<file path="config.mk">
export PLATFORM = sky130hd
export DESIGN_NAME = alu_issue_ctrl
export DESIGN_NICKNAME = d
export VERILOG_FILES = /design/src/rtl/alu_issue_ctrl_pkg.sv /design/src/rtl/alu_issue_ctrl_regfile.sv /design/src/rtl/alu_issue_ctrl.sv
export SDC_FILE = /design/constraint.sdc
export NUM_CORES = 1
export LEC_CHECK = 0
export CORE_MARGIN = 2
export CORE_UTILIZATION = 61
export CTS_BUF_LIST = sky130_fd_sc_hd__clkbuf_8
export DETAILED_ROUTE_END_ITERATION = 10
export DONT_BUFFER_PORTS = 1
export HOLD_SLACK_MARGIN = 0.02
export PLACE_DENSITY = 0.77
export SLEW_MARGIN = 20
export SYNTH_ARGS = -nofsm -noshare
export SYNTH_HDL_FRONTEND = slang
export SYNTH_SLANG_ARGS = --single-unit
</file>
<file path="constraint.sdc">
create_clock -name Clk -period 3.8 [get_ports Clk]
set_input_delay 0.57 -clock Clk [delete_from_list [all_inputs] [get_ports Clk]]
set_output_delay 0.57 -clock Clk [all_outputs]
set_load 0.03 [all_outputs]
</file>
<file path="src/rtl/alu_issue_ctrl_pkg.sv">
// Shared definitions for the ALU issue/writeback controller.
// Holds the ALU opcode enum, the issue FSM state type, the instruction
// field positions and the op-index to opcode decode helper.
package alu_issue_ctrl_pkg;

    localparam int DATA_W  = 8;
    localparam int OPS_W   = 4;
    localparam int INSTR_W = 9;

    // Instruction field positions: [8:6] op index, [5:3] ra, [2:0] rb/imm3
    localparam int OP_HI = 8;
    localparam int OP_LO = 6;
    localparam int RA_HI = 5;
    localparam int RA_LO = 3;
    localparam int RB_HI = 2;
    localparam int RB_LO = 0;

    // Op indices with special handling in the controller
    localparam logic [2:0] OP_IDX_ADDI = 3'd0;
    localparam logic [2:0] OP_IDX_NE   = 3'd7;

    typedef enum logic [3:0] {
        ADD_IMMEDIATE      = 4'd0,
        REDUCED_XOR        = 4'd1,
        LEFT_SHIFT         = 4'd2,
        RIGHT_SHIFT        = 4'd3,
        XOR_REGISTER       = 4'd4,
        OR_REGISTER        = 4'd5,
        AND_REGISTER       = 4'd6,
        NOT_EQUAL_REGISTER = 4'd7
    } op_mne;

    typedef enum logic [1:0] {
        IDLE = 2'd0,
        READ = 2'd1,
        EXEC = 2'd2,
        WB   = 2'd3
    } issue_state_t;

    // Map the 3-bit op index of an instruction to the ALU opcode.
    function automatic op_mne decode_op(input logic [2:0] idx);
        op_mne op;
        case (idx)
            3'd0:    op = ADD_IMMEDIATE;
            3'd1:    op = REDUCED_XOR;
            3'd2:    op = LEFT_SHIFT;
            3'd3:    op = RIGHT_SHIFT;
            3'd4:    op = XOR_REGISTER;
            3'd5:    op = OR_REGISTER;
            3'd6:    op = AND_REGISTER;
            3'd7:    op = NOT_EQUAL_REGISTER;
            default: op = ADD_IMMEDIATE;
        endcase
        return op;
    endfunction

endpackage

</file>
<file path="src/rtl/alu_issue_ctrl_regfile.sv">
// issue_regfile: 8 x W register file for the issue controller.
// Two combinational operand read ports, one combinational debug read port
// and one synchronous write port; all entries clear on asynchronous reset.
// A write lands on the clock edge, so reads in the write cycle see the old value.
module issue_regfile
    import alu_issue_ctrl_pkg::*;
#(
    parameter int W = DATA_W
) (
    input  logic         clk,
    input  logic         rst,
    input  logic [2:0]   rd_addr_a,
    output logic [W-1:0] rd_data_a,
    input  logic [2:0]   rd_addr_b,
    output logic [W-1:0] rd_data_b,
    input  logic [2:0]   dbg_addr,
    output logic [W-1:0] dbg_data,
    input  logic         wr_en,
    input  logic [2:0]   wr_addr,
    input  logic [W-1:0] wr_data
);

    logic [W-1:0] regs_r [8];

    // Register storage: clear everything on reset, single write port otherwise
    always_ff @(posedge clk or posedge rst) begin
        if (rst) begin
            for (int i = 0; i < 8; i++) begin
                regs_r[i] <= '0;
            end
        end else if (wr_en) begin
            regs_r[wr_addr] <= wr_data;
        end
    end

    assign rd_data_a = regs_r[rd_addr_a];
    assign rd_data_b = regs_r[rd_addr_b];
    assign dbg_data  = regs_r[dbg_addr];

endmodule

</file>
<file path="src/rtl/alu_issue_ctrl.sv">
// alu_issue_ctrl: multi-cycle issue/writeback controller feeding an external
// combinational ALU. Each instruction walks IDLE -> READ -> EXEC -> WB:
// operands are registered in READ, the ALU result is captured in EXEC, and in
// WB the result is written to R[ra] (ops 0-6) or its bit 0 latched as NeFlag (op 7).
// Optional feature macro: ALU_ISSUE_PERF_EN adds a 16-bit wrapping RetireCnt
// output counting retired instructions.
module alu_issue_ctrl
    import alu_issue_ctrl_pkg::*;
#(
    parameter int W   = DATA_W,
    parameter int Ops = OPS_W
) (
    input  logic               Clk,
    input  logic               Reset,
    input  logic               InstrValid,
    input  logic [INSTR_W-1:0] InstrIn,
    output logic               InstrReady,
    output logic [W-1:0]       AluA,
    output logic [W-1:0]       AluB,
    output logic [Ops-1:0]     AluInst,
    input  logic [W-1:0]       AluOut,
    output logic               NeFlag,
    output logic               Done,
    input  logic [2:0]         DbgRdAddr,
    output logic [W-1:0]       DbgRdData
`ifdef ALU_ISSUE_PERF_EN
    ,
    output logic [15:0]        RetireCnt
`endif
);

    issue_state_t       state_r;
    logic [INSTR_W-1:0] instr_r;
    logic [W-1:0]       result_r;

    logic [2:0]         op_idx_s;
    logic [2:0]         ra_s;
    logic [2:0]         rb_s;
    logic [W-1:0]       rd_a_s;
    logic [W-1:0]       rd_b_s;
    logic [W-1:0]       operand_b_s;
    logic               wb_en_s;

    assign op_idx_s = instr_r[OP_HI:OP_LO];
    assign ra_s     = instr_r[RA_HI:RA_LO];
    assign rb_s     = instr_r[RB_HI:RB_LO];

    // Only register-writing ops update the file, and only in the WB cycle
    assign wb_en_s = (state_r == WB) && (op_idx_s != OP_IDX_NE);

    issue_regfile #(
        .W (W)
    ) u_regfile (
        .clk       (Clk),
        .rst       (Reset),
        .rd_addr_a (ra_s),
        .rd_data_a (rd_a_s),
        .rd_addr_b (rb_s),
        .rd_data_b (rd_b_s),
        .dbg_addr  (DbgRdAddr),
        .dbg_data  (DbgRdData),
        .wr_en     (wb_en_s),
        .wr_addr   (ra_s),
        .wr_data   (result_r)
    );

    // Operand B select: zero-extended imm3 for add_immediate, else R[rb]
    always_comb begin
        operand_b_s = rd_b_s;
        if (op_idx_s == OP_IDX_ADDI) begin
            operand_b_s = {{(W-3){1'b0}}, rb_s};
        end else begin
            operand_b_s = rd_b_s;
        end
    end

    // Issue FSM with registered ALU drive, result capture, flag and handshake
    always_ff @(posedge Clk or posedge Reset) begin
        if (Reset) begin
            state_r    <= IDLE;
            instr_r    <= '0;
            result_r   <= '0;
            AluA       <= '0;
            AluB       <= '0;
            AluInst    <= '0;
            NeFlag     <= 1'b0;
            Done       <= 1'b0;
            InstrReady <= 1'b1;
        end else begin
            case (state_r)
                IDLE: begin
                    Done <= 1'b0;
                    if (InstrValid && InstrReady) begin
                        instr_r    <= InstrIn;
                        InstrReady <= 1'b0;
                        state_r    <= READ;
                    end else begin
                        InstrReady <= 1'b1;
                        state_r    <= IDLE;
                    end
                end
                READ: begin
                    AluA    <= rd_a_s;
                    AluB    <= operand_b_s;
                    AluInst <= Ops'(decode_op(op_idx_s));
                    state_r <= EXEC;
                end
                EXEC: begin
                    // Operands and opcode are stable this cycle, so AluOut is valid
                    result_r <= AluOut;
                    Done     <= 1'b1;
                    state_r  <= WB;
                end
                WB: begin
                    if (op_idx_s == OP_IDX_NE) begin
                        NeFlag <= result_r[0];
                    end else begin
                        NeFlag <= NeFlag;
                    end
                    Done       <= 1'b0;
                    InstrReady <= 1'b1;
                    state_r    <= IDLE;
                end
                default: begin
                    Done       <= 1'b0;
                    InstrReady <= 1'b1;
                    state_r    <= IDLE;
                end
            endcase
        end
    end

`ifdef ALU_ISSUE_PERF_EN
    // Retired-instruction counter, wraps naturally at 16 bits
    always_ff @(posedge Clk or posedge Reset) begin
        if (Reset) begin
            RetireCnt <= 16'd0;
        end else if (Done) begin
            RetireCnt <= RetireCnt + 16'd1;
        end else begin
            RetireCnt <= RetireCnt;
        end
    end
`endif

endmodule
</file>
==> metrics, run 1 <==
via count=3,552; Initial Util=61.9%; Final period util=61.0%; Power per Cell Area=931 nW/um^2; number of buffers created by CTS=9; global-route wire length before repair=20.3 mm; Unique masters post-synth=39; total clock sinks=105; critical path launch point type=register; # H-tree levels=3; Async SR Flop Fraction=100%; total routed wirelength=12.9 mm; status=finished clean; core area=9060 um^2; Total Routing Usage GR=27.1%; RSZ-0062 raised after global routing=false; most frequent cells in the layout=dfrtp_1, mux2_2, mux2i_1, mux4_2, nand2_1; mapped cell area=5610 um^2; clock latency on the worst-skew pair=0.38 ns; worst hold slack=0.0999 ns; endpoint arrival time on the critical path=2.57 ns; die width=99.9 um; Routability Congestion=0.862; flops & latches, synth=105; vias in the first global route=3,481; Die Height=99.9 um; Hold Buf Count CTS=0; Worst EP required=4.06 ns; TritonCTS clock tree=yes; root buf cell=clkbuf_8; Tightest Pin Transition=0.905 ns; main flop type after synthesis=dfrtp_1; fin. max-slew vios=0; worst r2r path cells=4; Layout Nets=430; top cell type by total area after synthesis=dfrtp_1; clk slew on worst S/H paths=0.09 ns; Ys Warns=0; IO Port Bufs=0; # Post-CTS Setup Buffers=0; category of the most critical setup path=register to register; routed vias/inst=6.87; Achievable Freq=0.432 GHz; WL/cell=25.0 um; Static Leak=2.52 nW; initial DRC count=199; row count=35; number of diodes=0; Net Count, Synth=439; maximum clock path buffer count=2; slew margin rel.=39.7%; most common cell after layout, fill and taps aside=dfrtp_1; top cells by area, synth=dfrtp_1, mux2_2, mux4_2, mux2i_1, a22oi_1; area fraction of the dominant cell type after synthesis=46.4%; die area=9990 um^2; final hold violation count=0; average size of a mapped cell=13.7 um^2; Max-Cap Viols=0; count of final setup violators=0; reg2reg setup slack=1.48 ns; initial antenna violation count=0; CP Capture Type=register; # resized after CTS=0; largest net degree at the start of global routing=40; DR pass1 iterations=5; min cycle time layout=2.32 ns; Congestion Overflow GR=0; I/O pin count=54; post-route setup TNS=0 ns; drc violations=0; Reg-to-Reg End=u_regfile.regs_r[46]$_DFFE_PP0P_; layout cells sized above 1=38.9%; CP max FO=19; maximum VDD drop=347 uV; worst reg2reg startpoint=instr_r[3]$_DFFE_PP0P_; Routed Antenna Nets=0; DPL Wire Length=8.58 mm; synthesized instance count=411; sequential share of the synthesized area=46.8%; number of synthesized flops with an enable pin=0; Setup Skew=0.0141 ns; synthesis-to-layout area growth=4.19%; Hold WC Path Type=input port to async pin
-- kinds of logic (layout without fill, tap and decap cells) --
group           after synthesis  in the layout  synth area share [%]
compound gates               44             44                  5.04
fa+ha+maj                     5              5                  1.11
buf+inv                      38             33                  3.65
mux                         160            160                  37.0
simple gates                 58             58                  6.28
flops                       105            105                  46.8
other cells                   1              1                0.0668
-- sequential cells by signal (all words and copies together) (netlist names) --
| name | flops |
|---|---|
| AluA | 8 |
| AluB | 8 |
| AluInst | 3 |
| Done | 1 |
| InstrReady | 1 |
| NeFlag | 1 |
| instr_r | 9 |
| result_r | 8 |
| state_r | 2 |
| u_regfile.regs_r | 64 |
-- where the power goes --
group	switching, W	leakage [nW]	internal (W)
logic	0.000937	1.11	0.00119
clock network	0.000385	0.106	0.000366
registers	0.000938	1.30	0.00163
total	0.00226	2.52	0.00318
-- synth_stat cells (5+ instances only) --
cell / instances
mux2_2: 101
nand2_1: 15
mux2i_1: 31
nand3_1: 7
a21oi_1: 8
dfrtp_1: 104
buf_4: 6
buf_2: 8
clkbuf_1: 7
a22oi_1: 9
o22ai_1: 5
mux4_2: 28
nand4_1: 6
ha_1: 5
o21ai_0: 11
inv_1: 12
nor2_1: 10
-- worst max-delay path by stage --
stage | from | endpoint
final | instr_r[3]$_DFFE_PP0P_ | u_regfile.regs_r[46]$_DFFE_PP0P_
after global routing | state_r[1]$_DFF_PP0_ | AluB[4]$_DFFE_PP0N_
after CTS | instr_r[3]$_DFFE_PP0P_ | u_regfile.regs_r[46]$_DFFE_PP0P_
after detailed placement | instr_r[3]$_DFFE_PP0P_ | u_regfile.regs_r[43]$_DFFE_PP0P_
after global placement | state_r[1]$_DFF_PP0_ | AluB[4]$_DFFE_PP0N_
after floorplan | Reset | AluA[0]$_DFFE_PP0N_
-- per-layer routing --
layer	share of wire (%)	global-route usage [%]	wire length (um)	up-vias
li1	-	-	-	1523
met1	43	39.0	5560	1821
met2	47	41.4	6130	173
met3	6.7	5.15	871	35
met4	3.0	10.4	382	0
met5	0	0	0	-
-- layout make-up --
class / count / area, um^2
Multi-Input combinational cell: 268 / 2780
Tap cell: 111 / 139
Clock buffer: 9 / 124
Sequential cell: 105 / 2630
Inverter: 12 / 47.5
Fill cell: 655 / 3220
Timing Repair Buffer: 6 / 45.0
Clock inverter: 6 / 85.1
-- through the flow --
stage | setup slack [ns] | instances | power (W) | area, um^2 | util (%)
floorplan | 0.471 | 411 | 0.00418 | 5610 | -
global placement | 1.60 | 502 | 0.00460 | 5640 | 62.2
detailed placement | 1.53 | 502 | 0.00469 | 5640 | 62.2
CTS | 1.52 | 517 | 0.00544 | 5850 | 64.5
global route | 1.34 | 517 | 0.00574 | 5850 | 64.5
finish | 1.48 | 517 | 0.00544 | 5850 | 64.5
-- critical path, cell delays in order, from the launching register on --
cell	delay (ns)
dfrtp_1	0.91
buf_4	0.36
and2b_1	0.22
nand2_1	0.32
mux2_2	0.38
Power figures use the tool's default switching activity.
==> run 2: changes to the inputs <==
==> constraint.sdc (replaced) <==
create_clock -name Clk -period 2.15 [get_ports Clk]
set_input_delay 0.3225 -clock Clk [delete_from_list [all_inputs] [get_ports Clk]]
set_output_delay 0.3225 -clock Clk [all_outputs]
set_load 0.03 [all_outputs]
==> metrics, run 2 (synthesized netlist as in run 1, its figures left out) <==
clock power share=14.1%; Power per Cell Area=1630 nW/um^2; endpoint arrival time on the critical path=1.69 ns; status=finished clean; Pwr Total=0.00983 W; # H-tree levels=3; Hold WC Path Type=input port to register; number of diodes=0; Setup Skew=0.00923 ns; Switch Pwr=0.00407 W; die width=99.9 um; row count=35; Congestion Overflow GR=0; WL/cell=24.1 um; most common cell after layout, fill and taps aside=dfrtp_1; total clock sinks=105; RSZ-0062 raised after global routing=false; Final period util=93.8%; routed vias/inst=6.72; slew margin rel.=57.7%; largest net degree at the start of global routing=106; initial DRC count=213; register share of total power=45.2%; Achievable Freq=0.496 GHz; category of the most critical setup path=register to output port; Tightest Pin Transition=0.634 ns; Layout Nets=447; combinational share of power=40.7%; most frequent cells in the layout=dfrtp_1, mux2_2, mux2i_1, mux4_2, buf_4; CP Capture Type=output port; I/O pin count=54; Routability Congestion=0.895; number of flip-flops in the largest register=64; total routed wirelength=12.9 mm; IO Port Bufs=0; largest registers=u_regfile.regs_r (64), instr_r (9); clk slew on worst S/H paths=0.11 ns; Initial Util=61.9%; synthesis-to-layout area growth=7.31%; count of final setup violators=0; maximum VDD drop=633 uV; root buf cell=clkbuf_8; global-route wire length before repair=21.2 mm; Switching Share=41.4%; critical path launch point type=register; via count=3,596; Total Routing Usage GR=28.3%; drc violations=0; clock latency on the worst-skew pair=0.38 ns; maximum clock path buffer count=2; Largest Register=u_regfile.regs_r; Max-Cap Viols=0; Worst EP required=1.83 ns; Routed Antenna Nets=0; min cycle time layout=2.02 ns; DR pass1 iterations=6; utilization after layout=66.5%; fin. max-slew vios=0; core area=9060 um^2; final hold violation count=0; Layout fillers=634; vias in the first global route=3,716; Die Height=99.9 um; initial antenna violation count=0; DPL Wire Length=8.80 mm; die area=9990 um^2; CP max FO=4; layout cells sized above 1=41.3%; Static Leak=2.61 nW; TritonCTS clock tree=yes; post-route setup TNS=0 ns; number of buffers created by CTS=9; Int Power=0.00576 W
## run 2: changes by cell type in the layout (fill, tap and decap cells not counted)
cell,previous run,this run
buf_12,0,2
inv_6,0,2
inv_4,1,0
buf_4,6,19
clkinvlp_4,1,3
inv_1,12,11
dlygate4sd3_1,0,2
clkinv_2,1,0
## run 2: cell type report
| type | instances | area, um^2 | share of cell area, % |
|---|---|---|---|
| Clock buffer | 9 | 124 | 2.06 |
| Clock inverter | 7 | 101 | 1.68 |
| Timing Repair Buffer | 23 | 203 | 3.36 |
| Sequential cell | 105 | 2630 | 43.6 |
| Multi-Input combinational cell | 268 | 2780 | 46.1 |
| Tap cell | 111 | 139 | 2.31 |
| Inverter | 12 | 48.8 | 0.810 |
## run 2: stage by stage
step	cells	cell area [um^2]	hold WS [ns]	setup WS (ns)
floorplan	411	5620	0.392	0.338
global placement	515	5760	0.393	0.0835
detailed placement	515	5760	0.398	0.0148
CTS	533	6010	0.0621	0.0151
global route	535	6020	0.0549	0.0417
finish	535	6020	0.0770	0.133
## run 2: routing by layer
metal	global-route usage, %	vias to the layer above	wire (um)	share of wire [%]
met5	0	-	0	0
met4	9.38	0	327	2.5
met3	7.52	29	869	6.7
met2	44.4	158	6170	48
met1	38.8	1852	5550	43
li1	-	1557	-	-
## run 2: critical path: stages, from the launching register on
cell and delay (ns):
dfrtp_1 0.44, mux4_2 0.49, mux2_2 0.37
## run 2: path summary, 6_finish.rpt
path,depth (start not counted),startpoint,to,slack (ns)
setup / recovery,2,u_regfile.regs_r[36]$_DFFE_PP0P_,DbgRdData[4],0.13
hold / removal,1,AluOut[4],result_r[4]$_DFFE_PP0P_,0.08
setup reg to reg,4,state_r[0]$_DFF_PP0_,u_regfile.regs_r[14]$_DFFE_PP0P_,0.16
hold reg to reg,1,u_regfile.regs_r[37]$_DFFE_PP0P_,u_regfile.regs_r[37]$_DFFE_PP0P_,0.56
max in group asynchronous,3,Reset,u_regfile.regs_r[46]$_DFFE_PP0P_,1.16
min in group asynchronous,3,Reset,u_regfile.regs_r[41]$_DFFE_PP0P_,0.53
## run 2: power by group through the flow
stage,Combinational [W],Clock (W),Sequential [W]
6_report,0.00400,0.00138,0.00445
3_3_place_gp,0.00387,0,0.00440
2_1_floorplan,0.00345,0,0.00393
4_1_cts,0.00400,0.00141,0.00442
3_5_place_dp,0.00398,0,0.00445
5_1_grt,0.00435,0.00149,0.00460
## run 2: repair_timing
item / in CTS / in global routing
setup buffers: 0 / 2
endpoints found under the hold margin: 105 / 0
hold buffers: 2 / 0
endpoints found under the setup margin: 0 / 8
gates resized for setup: 0 / 0
==> run 3: changes to the inputs <==
--- a/config.mk
+++ b/config.mk
@@ -7,7 +7,6 @@
 export LEC_CHECK = 0
 export CORE_MARGIN = 2
 export CORE_UTILIZATION = 61
-export CTS_BUF_LIST = sky130_fd_sc_hd__clkbuf_8
 export DETAILED_ROUTE_END_ITERATION = 10
 export DONT_BUFFER_PORTS = 1
 export HOLD_SLACK_MARGIN = 0.02
==> constraint.sdc (replaced) <==
create_clock -name Clk -period 2.3 [get_ports Clk]
set_input_delay 0.345 -clock Clk [delete_from_list [all_inputs] [get_ports Clk]]
set_output_delay 0.345 -clock Clk [all_outputs]
set_load 0.03 [all_outputs]
==> metrics, run 3 (synthesized netlist as in run 1, its figures left out) <==
initial DRC count=249; die width=99.9 um; TritonCTS clock tree=yes; fin. max-slew vios=0; crit-path cells=ha_1 -> nand3_2 -> nor3_4 -> mux2_2; Hold WC Path Type=input port to register; global-route wire length before repair=21.0 mm; # resized after CTS=0; final hold violation count=0; clk slew on worst S/H paths=0.10 ns; max incr delay on CP=0.56 ns; # Post-CTS Setup Buffers=0; Static Leak=2.60 nW; post-route setup TNS=0 ns; CP max FO=8; Die Height=99.9 um; largest net degree at the start of global routing=48; core area=9060 um^2; I/O pin count=54; Congestion Overflow GR=0; number of diodes=0; slowest cell on the critical path=nor3_4; Tightest Pin Transition=0.692 ns; count of final setup violators=0; Largest Register=u_regfile.regs_r; Routability Congestion=0.827; Worst EP required=2.56 ns; critical path launch point type=register; DP Area=5790 um^2; Layout Nets=447; maximum clock path buffer count=2; vias in the first global route=3,686; area of the multi-input gates=2780 um^2; Max-Cap Viols=0; DR pass1 iterations=5; initial antenna violation count=0; worst hold slack=0.0462 ns; Achievable Freq=0.498 GHz; Total Routing Usage GR=28.3%; Final period util=87.3%; design area=5990 um^2; layout cells sized above 1=41.3%; maximum VDD drop=603 uV; row count=35; WL/cell=24.7 um; CP Capture Type=register; clock latency on the worst-skew pair=0.37 ns; number of buffers created by CTS=9; drc violations=0; routed vias/inst=6.76; number of flip-flops in the largest register=64; status=finished clean; register area=2630 um^2; Setup Skew=0.0108 ns; root buf cell=clkbuf_8; IO Port Bufs=0; most common cell after layout, fill and taps aside=dfrtp_1; via count=3,618; Initial Util=61.9%; die area=9990 um^2; total clock sinks=105; RSZ-0062 raised after global routing=false; most frequent cells in the layout=dfrtp_1, mux2_2, mux2i_1, mux4_2, buf_4; largest registers=u_regfile.regs_r (64), instr_r (9); Layout fillers=655; category of the most critical setup path=register to register; Routed Antenna Nets=0; min cycle time layout=2.01 ns; # H-tree levels=3; slew margin rel.=53.7%; synthesis-to-layout area growth=6.75%; DPL Wire Length=9.30 mm; Power per Cell Area=1520 nW/um^2; endpoint arrival time on the critical path=2.27 ns; total routed wirelength=13.2 mm
## run 3: changes by cell type in the layout (fill, tap and decap cells not counted)
cell           previous run  this run
clkbuf_8                  9        10
clkinv_4                  1         0
buf_4                    19        20
clkbuf_1                  0         1
clkinv_2                  0         2
dlygate4sd3_1             2         1
inv_6                     2         0
bufinv_16                 2         1
## run 3: report_power, final
part | internal, W | total, W | switching [W]
sequential | 0.00270 | 0.00416 | 0.00146
combinational | 0.00206 | 0.00377 | 0.00171
clock | 0.000530 | 0.00115 | 0.000624
## run 3: routing by layer
metal	global-route usage (%)	wire length [um]	up-vias
met1	39.9	5680	1884
met2	44.8	6470	146
li1	-	-	1565
met5	0	0	-
met4	9.06	283	0
met3	5.71	805	23
## run 3: final cells by class
class,count,area share [%]
clock buffer,11,2.36
clock inverter,5,0.919
inverter,12,0.814
multi-input combinational,268,46.4
sequential,105,43.9
tap,111,2.32
timing repair buffer,23,3.34
## run 3: worst max-delay path: cells and delay by family (launching register included)
kind	cells	cell delay, ns
and+or+nand+nor	2	0.81
muxes	1	0.42
DFF	1	0.38
adders and majority gates	1	0.29
## run 3: repair_timing
item,CTS,global route
hold buffers,1,0
endpoints found under the hold margin,25,0
setup endpoints to repair,0,0
## run 3: worst paths after layout
kind                                                  start                          endpoint  slack [ns]  cells after the start
setup / recovery                       state_r[0]$_DFF_PP0_  u_regfile.regs_r[31]$_DFFE_PP0P_        0.29                      4
hold / removal                                   InstrValid            InstrReady$_DFFE_PP1N_        0.05                      1
setup reg to reg                       state_r[0]$_DFF_PP0_  u_regfile.regs_r[31]$_DFFE_PP0P_        0.29                      4
hold reg to reg            u_regfile.regs_r[50]$_DFFE_PP0P_  u_regfile.regs_r[50]$_DFFE_PP0P_        0.55                      1
max in group asynchronous                             Reset  u_regfile.regs_r[20]$_DFFE_PP0P_        1.08                      3
min in group asynchronous                             Reset           result_r[1]$_DFFE_PP0P_        0.55                      2
## run 3: through the flow
| step | setup WS, ns | power (W) | util (%) | cells |
|---|---|---|---|---|
| 2_1_floorplan | 0.443 | 0.00690 | - | 411 |
| 3_3_place_gp | 0.397 | 0.00772 | 63.8 | 518 |
| 3_5_place_dp | 0.314 | 0.00791 | 63.8 | 518 |
| 4_1_cts | 0.297 | 0.00907 | 66.1 | 535 |
| 5_1_grt | 0.207 | 0.00961 | 66.1 | 535 |
| 6_report | 0.291 | 0.00908 | 66.1 | 535 |
